$ cat src/rtl/point_pkg.sv
// Shared event codes for the point sequencer and its FIFO.
package point_pkg;

    typedef logic [1:0] pt_code_t;

    localparam pt_code_t PT_HOLD = 2'b00;
    localparam pt_code_t PT_UP1  = 2'b01;
    localparam pt_code_t PT_UP2  = 2'b10;
    localparam pt_code_t PT_DN2  = 2'b11;

endpackage

$ cat src/rtl/point_fifo.sv
// Synchronous DEPTH-entry FIFO of 2-bit event codes.
// A push into a full FIFO is accepted only when a pop happens in the same cycle.
module point_fifo
    import point_pkg::*;
#(
    parameter int unsigned DEPTH = 4
) (
    input  logic                         clk_i,
    input  logic                         rst_i,
    input  logic                         push_i,
    input  logic                         pop_i,
    input  pt_code_t                     din_i,
    output pt_code_t                     dout_o,
    output logic                         full_o,
    output logic                         empty_o,
    output logic [$clog2(DEPTH+1)-1:0]   count_o
);

    localparam int unsigned AW = $clog2(DEPTH);
    localparam int unsigned CW = $clog2(DEPTH + 1);
    localparam logic [AW-1:0] PtrOne = 1;
    localparam logic [CW-1:0] CntOne = 1;

    pt_code_t      mem_q [DEPTH];
    logic [AW-1:0] wr_q, rd_q;
    logic [CW-1:0] cnt_q, cnt_d;
    logic          do_push, do_pop;

    assign full_o  = (cnt_q == CW'(DEPTH));
    assign empty_o = (cnt_q == '0);
    assign count_o = cnt_q;
    assign dout_o  = mem_q[rd_q];
    assign do_push = push_i && (!full_o || pop_i);
    assign do_pop  = pop_i && !empty_o;

    // Occupancy tracks push/pop; simultaneous push and pop leave it unchanged.
    always_comb begin
        cnt_d = cnt_q;
        if (do_push && !do_pop) begin
            cnt_d = cnt_q + CntOne;
        end else if (!do_push && do_pop) begin
            cnt_d = cnt_q - CntOne;
        end
    end

    // Pointers and count; storage needs no reset since empty hides it.
    always_ff @(posedge clk_i) begin
        if (rst_i) begin
            wr_q  <= '0;
            rd_q  <= '0;
            cnt_q <= '0;
        end else begin
            if (do_push) wr_q <= wr_q + PtrOne;
            if (do_pop)  rd_q <= rd_q + PtrOne;
            cnt_q <= cnt_d;
        end
    end

    // Entry storage.
    always_ff @(posedge clk_i) begin
        if (do_push) mem_q[wr_q] <= din_i;
    end

endmodule

$ cat src/rtl/point_sequencer.sv
// Round-robin collector of scoring events feeding the 5-bit score block.
// Keeps a shadow score to reject illegal decrements and to raise a sticky stop.
module point_sequencer
    import point_pkg::*;
#(
    parameter int unsigned NREQ      = 3,
    parameter int unsigned DEPTH     = 4,
    parameter int unsigned WIN_SCORE = 21
) (
    input  logic              clk_i,
    input  logic              rst_i,
    input  logic [NREQ-1:0]   req_valid_i,
    input  logic [2*NREQ-1:0] req_code_i,
    output logic [NREQ-1:0]   ack_o,
    output pt_code_t          on_point_o,
    output logic              stop_o,
    output logic [4:0]        shadow_score_o,
    output logic              fifo_full_o,
    output logic              dropped_o
);

    localparam int unsigned PW = (NREQ > 1) ? $clog2(NREQ) : 1;
    localparam int unsigned CW = $clog2(DEPTH + 1);

    logic [PW-1:0] rr_q, rr_d;
    logic [PW-1:0] grant_idx;
    logic          grant_vld, grant;
    pt_code_t      grant_code;
    int            idx;

    pt_code_t      on_point_q, on_point_d;
    logic [4:0]    score_q, score_d;
    logic          stop_q, stop_set;
    logic          dropped_q, dropped_d;

    logic          fifo_rst, push, pop;
    logic          fifo_full, fifo_empty;
    pt_code_t      fifo_dout;
    logic [CW-1:0] fifo_count;

    // Round-robin search starting at rr_q; the first valid requester wins.
    always_comb begin
        grant_vld = 1'b0;
        grant_idx = '0;
        idx       = 0;
        for (int k = 0; k < int'(NREQ); k++) begin
            idx = (int'(rr_q) + k) % int'(NREQ);
            if (!grant_vld && req_valid_i[idx]) begin
                grant_vld = 1'b1;
                grant_idx = PW'(idx);
            end
        end
    end

    assign pop        = !fifo_empty && !stop_q;
    assign grant      = grant_vld && (!fifo_full || pop) && !rst_i;
    assign grant_code = req_code_i[2*grant_idx +: 2];
    // Hold codes, events during stop, and events racing the stop edge are acked but dropped.
    assign push       = grant && (grant_code != PT_HOLD) && !stop_q && !stop_set;
    assign fifo_rst   = rst_i || stop_set;

    // One-hot ack and next round-robin start point.
    always_comb begin
        ack_o = '0;
        rr_d  = rr_q;
        if (grant) begin
            ack_o[grant_idx] = 1'b1;
            rr_d = (grant_idx == PW'(NREQ - 1)) ? '0 : grant_idx + PW'(1);
        end
    end

    // Evaluate the popped entry against the shadow score.
    always_comb begin
        on_point_d = PT_HOLD;
        score_d    = score_q;
        dropped_d  = 1'b0;
        if (pop) begin
            unique case (fifo_dout)
                PT_UP2: begin
                    on_point_d = PT_UP2;
                    score_d    = score_q + 5'd2;
                end
                PT_UP1: begin
                    on_point_d = PT_UP1;
                    score_d    = score_q + 5'd1;
                end
                PT_DN2: begin
                    if (score_q >= 5'd2) begin
                        on_point_d = PT_DN2;
                        score_d    = score_q - 5'd2;
                    end else begin
                        dropped_d = 1'b1;
                    end
                end
                default: ;
            endcase
        end
        stop_set = !stop_q && (score_d >= 5'(WIN_SCORE));
    end

    // Registered outputs and arbitration pointer.
    always_ff @(posedge clk_i) begin
        if (rst_i) begin
            on_point_q <= PT_HOLD;
            score_q    <= '0;
            stop_q     <= 1'b0;
            dropped_q  <= 1'b0;
            rr_q       <= '0;
        end else begin
            on_point_q <= on_point_d;
            score_q    <= score_d;
            stop_q     <= stop_q | stop_set;
            dropped_q  <= dropped_d;
            rr_q       <= rr_d;
        end
    end

    point_fifo #(
        .DEPTH (DEPTH)
    ) u_fifo (
        .clk_i   (clk_i),
        .rst_i   (fifo_rst),
        .push_i  (push),
        .pop_i   (pop),
        .din_i   (grant_code),
        .dout_o  (fifo_dout),
        .full_o  (fifo_full),
        .empty_o (fifo_empty),
        .count_o (fifo_count)
    );

    assign on_point_o     = on_point_q;
    assign stop_o         = stop_q;
    assign shadow_score_o = score_q;
    assign dropped_o      = dropped_q;
    assign fifo_full_o    = fifo_full;

endmodule

$ cat config.mk
export PLATFORM = sky130hd
export DESIGN_NAME = point_sequencer
export DESIGN_NICKNAME = d
export VERILOG_FILES = /design/src/rtl/point_pkg.sv /design/src/rtl/point_fifo.sv /design/src/rtl/point_sequencer.sv
export SDC_FILE = /design/constraint.sdc
export NUM_CORES = 1
export LEC_CHECK = 0
export CAP_MARGIN = 15
export CORE_ASPECT_RATIO = 2
export CORE_MARGIN = 4
export CORE_UTILIZATION = 45
export CTS_BUF_LIST = sky130_fd_sc_hd__clkbuf_16
export CTS_CLUSTER_SIZE = 40
export DETAILED_ROUTE_END_ITERATION = 12
export GPL_ROUTABILITY_DRIVEN = 0
export PLACE_DENSITY = 0.68
export SLEW_MARGIN = 5
export SYNTH_ARGS = -nofsm -noshare
export SYNTH_HDL_FRONTEND = slang
export SYNTH_HIERARCHICAL = 1
export SYNTH_SLANG_ARGS = --single-unit
$ cat constraint.sdc
create_clock -name clk_i -period 5.1 [get_ports clk_i]
set_input_delay 0.765 -clock clk_i [delete_from_list [all_inputs] [get_ports clk_i]]
set_output_delay 0.765 -clock clk_i [all_outputs]
set_load 0.005 [all_outputs]
==> impl_metrics.ini <==
[placement]
dpl-instance-area_um2 = 2020
port_buffers = 23
pre_cts_slack_ps = 518
place_inst = 251
dp_hpwl_um = 3220

[cts]
cts_made_buffers = 3
h-tree-depth = 1
postCtsSetupBuffers = 0
clk_latency_ps = 260
tritoncts = done
cts_hold_buffers = 0
cts.clk_slew.worst_paths_ps = 70
cts-root-buf = clkbuf_16
cts_resized = 0
cts.sinks = 28
cts.path.max_buffers = 2

[detailed_routing]
wl_met1_um = 1340
drtIter0Drc = 15
vias = 1442
ant_nets = 0
met3_length_um = 82
first_pass_iters = 4
top_layer_used = met4
wl_um = 3920
met2_length_um = 2370
route.detailed.drc = 0
routedWlPerCell_um = 15.4
vias_per_cell = 5.65

[die]
num_io_pins = 24
core-area_um2 = 3680
start_util_pct = 47.7
dieArea_um2 = 5030
rows = 31
dieHeight_um = 96.4
dieWidth_um = 52.2

[synthesis]
synth-async-reset-ratio_pct = 0
netlist_area_um2 = 1760
yosys_warnings = 6
syn-num-nets = 207
yosys_register_bits = 28
ys_dominant_reg_cell = dfxtp_1
postSynthAreaPerCell_um2 = 9.55
synth_edf_count = 8
ys_types = 59
synth_cells = 184
synth_seq_area_share_pct = 36.4

[min_path]
hold_path.class = reg2reg

[setup_path]
cp-end-kind = flop
required_ps = 5290
startpoint_type = flop
path_max_fanout = 17
cp.arrival_ps = 4550
ff2ff_setup_slack_ps = 740
worstSetupPathType = reg2reg

[global_routing]
antenna_found_initial = 0
grt_max_degree = 18
grt_use_total_pct = 17.9
grt_pass1_wl_um = 6850
grt_overflow = 0
grt_pass1_vias = 1504

[sta]
worst_pin_slew_ps = 487
relSlewSlack_pct = 67.3
rsz0062_at_grt = false
max_freq_mhz = 229
setup_viol = 0
layout_setup_ws_ps = 738
tns_ps = 0
maxSlewViolCount = 0
fin_worst_skew_ps = 3.61
period_minus_slack_ps = 4360
finalHoldViolCount = 0
post-route-period-util_pct = 85.5

[layout]
syn2layout_area_growth_pct = 20.7
instances_no_fill = 255
num_antenna_cells = 0
design_area_um2 = 2120
nets = 230
drive_above_1_share_pct = 11.7

[status]
status = completed

[power]
pwr_density_cell_nw_per_um2 = 574
ir_drop_uv = 339
leakage_nw = 0.817

[flow_run]
drv_cap = 0
-- layout make-up --
cell class	count	area, µm²
well taps	49	61.3
inverters	16	65.1
repair buffers	24	238
multi-input cells	134	1010
clock buffers	3	75.1
clock inverters	1	30.0
fillers	327	1560
flip-flops and latches	28	641
-- worst max-delay path, cell delays in order (launching register included) --
cell	delay, ps
dfxtp_1	390
mux4_2	720
nor4b_4	450
a22oi_1	180
a31oi_2	300
o21ai_2	100
a2111oi_2	370
a21boi_2	380
ha_1	240
inv_1	70
fa_1	380
xor2_1	160
or3_2	410
a21oi_1	150
-- cells by family (layout without fill, tap and decap cells) --
logic type	after synthesis	count (layout)	share of synthesized area, %
AO/OA/AOI/OAI	44	44	19.4
flip-flops	28	28	36.4
multiplexers	6	6	5.12
buffers and inverters	22	44	5.98
adder cells (fa/ha/maj)	13	13	9.54
XOR/XNOR	5	5	2.49
AND/OR/NAND/NOR	66	66	21.0
-- metrics by stage --
step / total power, mW / util [%] / hold slack (ps)
after detailed placement: 0.994 / 54.7 / 516
final: 1.22 / 57.6 / 524
after floorplan: 0.834 / - / 482
after global placement: 0.969 / 54.7 / 501
after CTS: 1.22 / 57.6 / 525
after global routing: 1.31 / 57.6 / 565
-- cells in the mapped netlist, drive strengths merged (2+ instances only) --
cell type   n  share of area, %
nor2       24               5.1
dfxtp      20                23
inv        15               3.2
ha         11               7.8
a21oi       8               2.5
edfxtp      8                14
nand2       8               2.3
o21ai       8               2.5
nand3       5               1.4
nor3        5               1.4
and2        4               1.7
buf         4               1.9
nand2b      4               1.4
nor3b       4               2.0
xor2        4               2.0
a31oi       3               1.4
mux2i       3               1.7
nor2b       3               1.1
o31ai       3               1.3
a21boi      2               1.1
a32o        2               1.1
clkbuf      2              0.43
mux4        2               2.6
nand3b      2              0.85
nand4       2              0.71
o211a       2               1.1
o211ai      2              0.85
o221ai      2               1.0
-- layout by cell type, fill, tap and decap left out, types with 2 or more instances in the layout --
| master | instances |
|---|---|
| nor2_1 | 24 |
| inv_1 | 15 |
| nand3_1 | 5 |
| nor3_1 | 5 |
| a32o_1 | 2 |
| mux4_2 | 2 |
| edfxtp_1 | 8 |
| dfxtp_1 | 20 |
| nand4_1 | 2 |
| o221ai_1 | 2 |
| ha_1 | 11 |
| nor2b_1 | 3 |
| nor3b_1 | 3 |
| mux2i_1 | 3 |
| nand3b_1 | 2 |
| nand2b_1 | 4 |
| o21ai_0 | 5 |
| clkbuf_16 | 3 |
| a31oi_1 | 2 |
| xor2_1 | 4 |
| and2_2 | 4 |
| o31ai_1 | 3 |
| nand2_1 | 6 |
| o21ai_1 | 2 |
| a21oi_1 | 7 |
| clkdlybuf4s50_1 | 23 |
| o211a_1 | 2 |
| o211ai_1 | 2 |
-- per-layer routing --
layer  vias up  global-route usage (%)
met5         -                       0
met4         0                    8.10
met3        13                    2.00
met2        27                    36.6
met1       698                    16.6
li1        704                       -
-- flip-flops by register name, indices dropped and copies added, names as in the netlist, named ones only --
name and cells:
shadow_score_o 5, u_fifo/count_o 3, stop_o 1, u_fifo/wr_q 2, on_point_o 2, u_fifo/mem_q 8
u_fifo/rd_q 2, rr_q 2, dropped_o 1
-- where the power goes --
part	internal, mW	total, mW	leakage, nW	switching, mW
sequential	0.287	0.346	0.236	0.0587
combinational	0.279	0.646	0.530	0.366
clock	0.156	0.227	0.0511	0.0706
total	0.722	1.22	0.817	0.496
-- path summary, 6_finish.rpt --
path,startpoint,endpoint,cells past startpoint
setup / recovery,flop,u_fifo/count_o[2],13
hold reg to reg,u_fifo/wr_q[1],u_fifo/wr_q[1],2
setup reg to reg,flop,u_fifo/count_o[2],13
hold / removal,u_fifo/wr_q[1],u_fifo/wr_q[1],2
No activity file was read; power rests on OpenSTA's default activity.
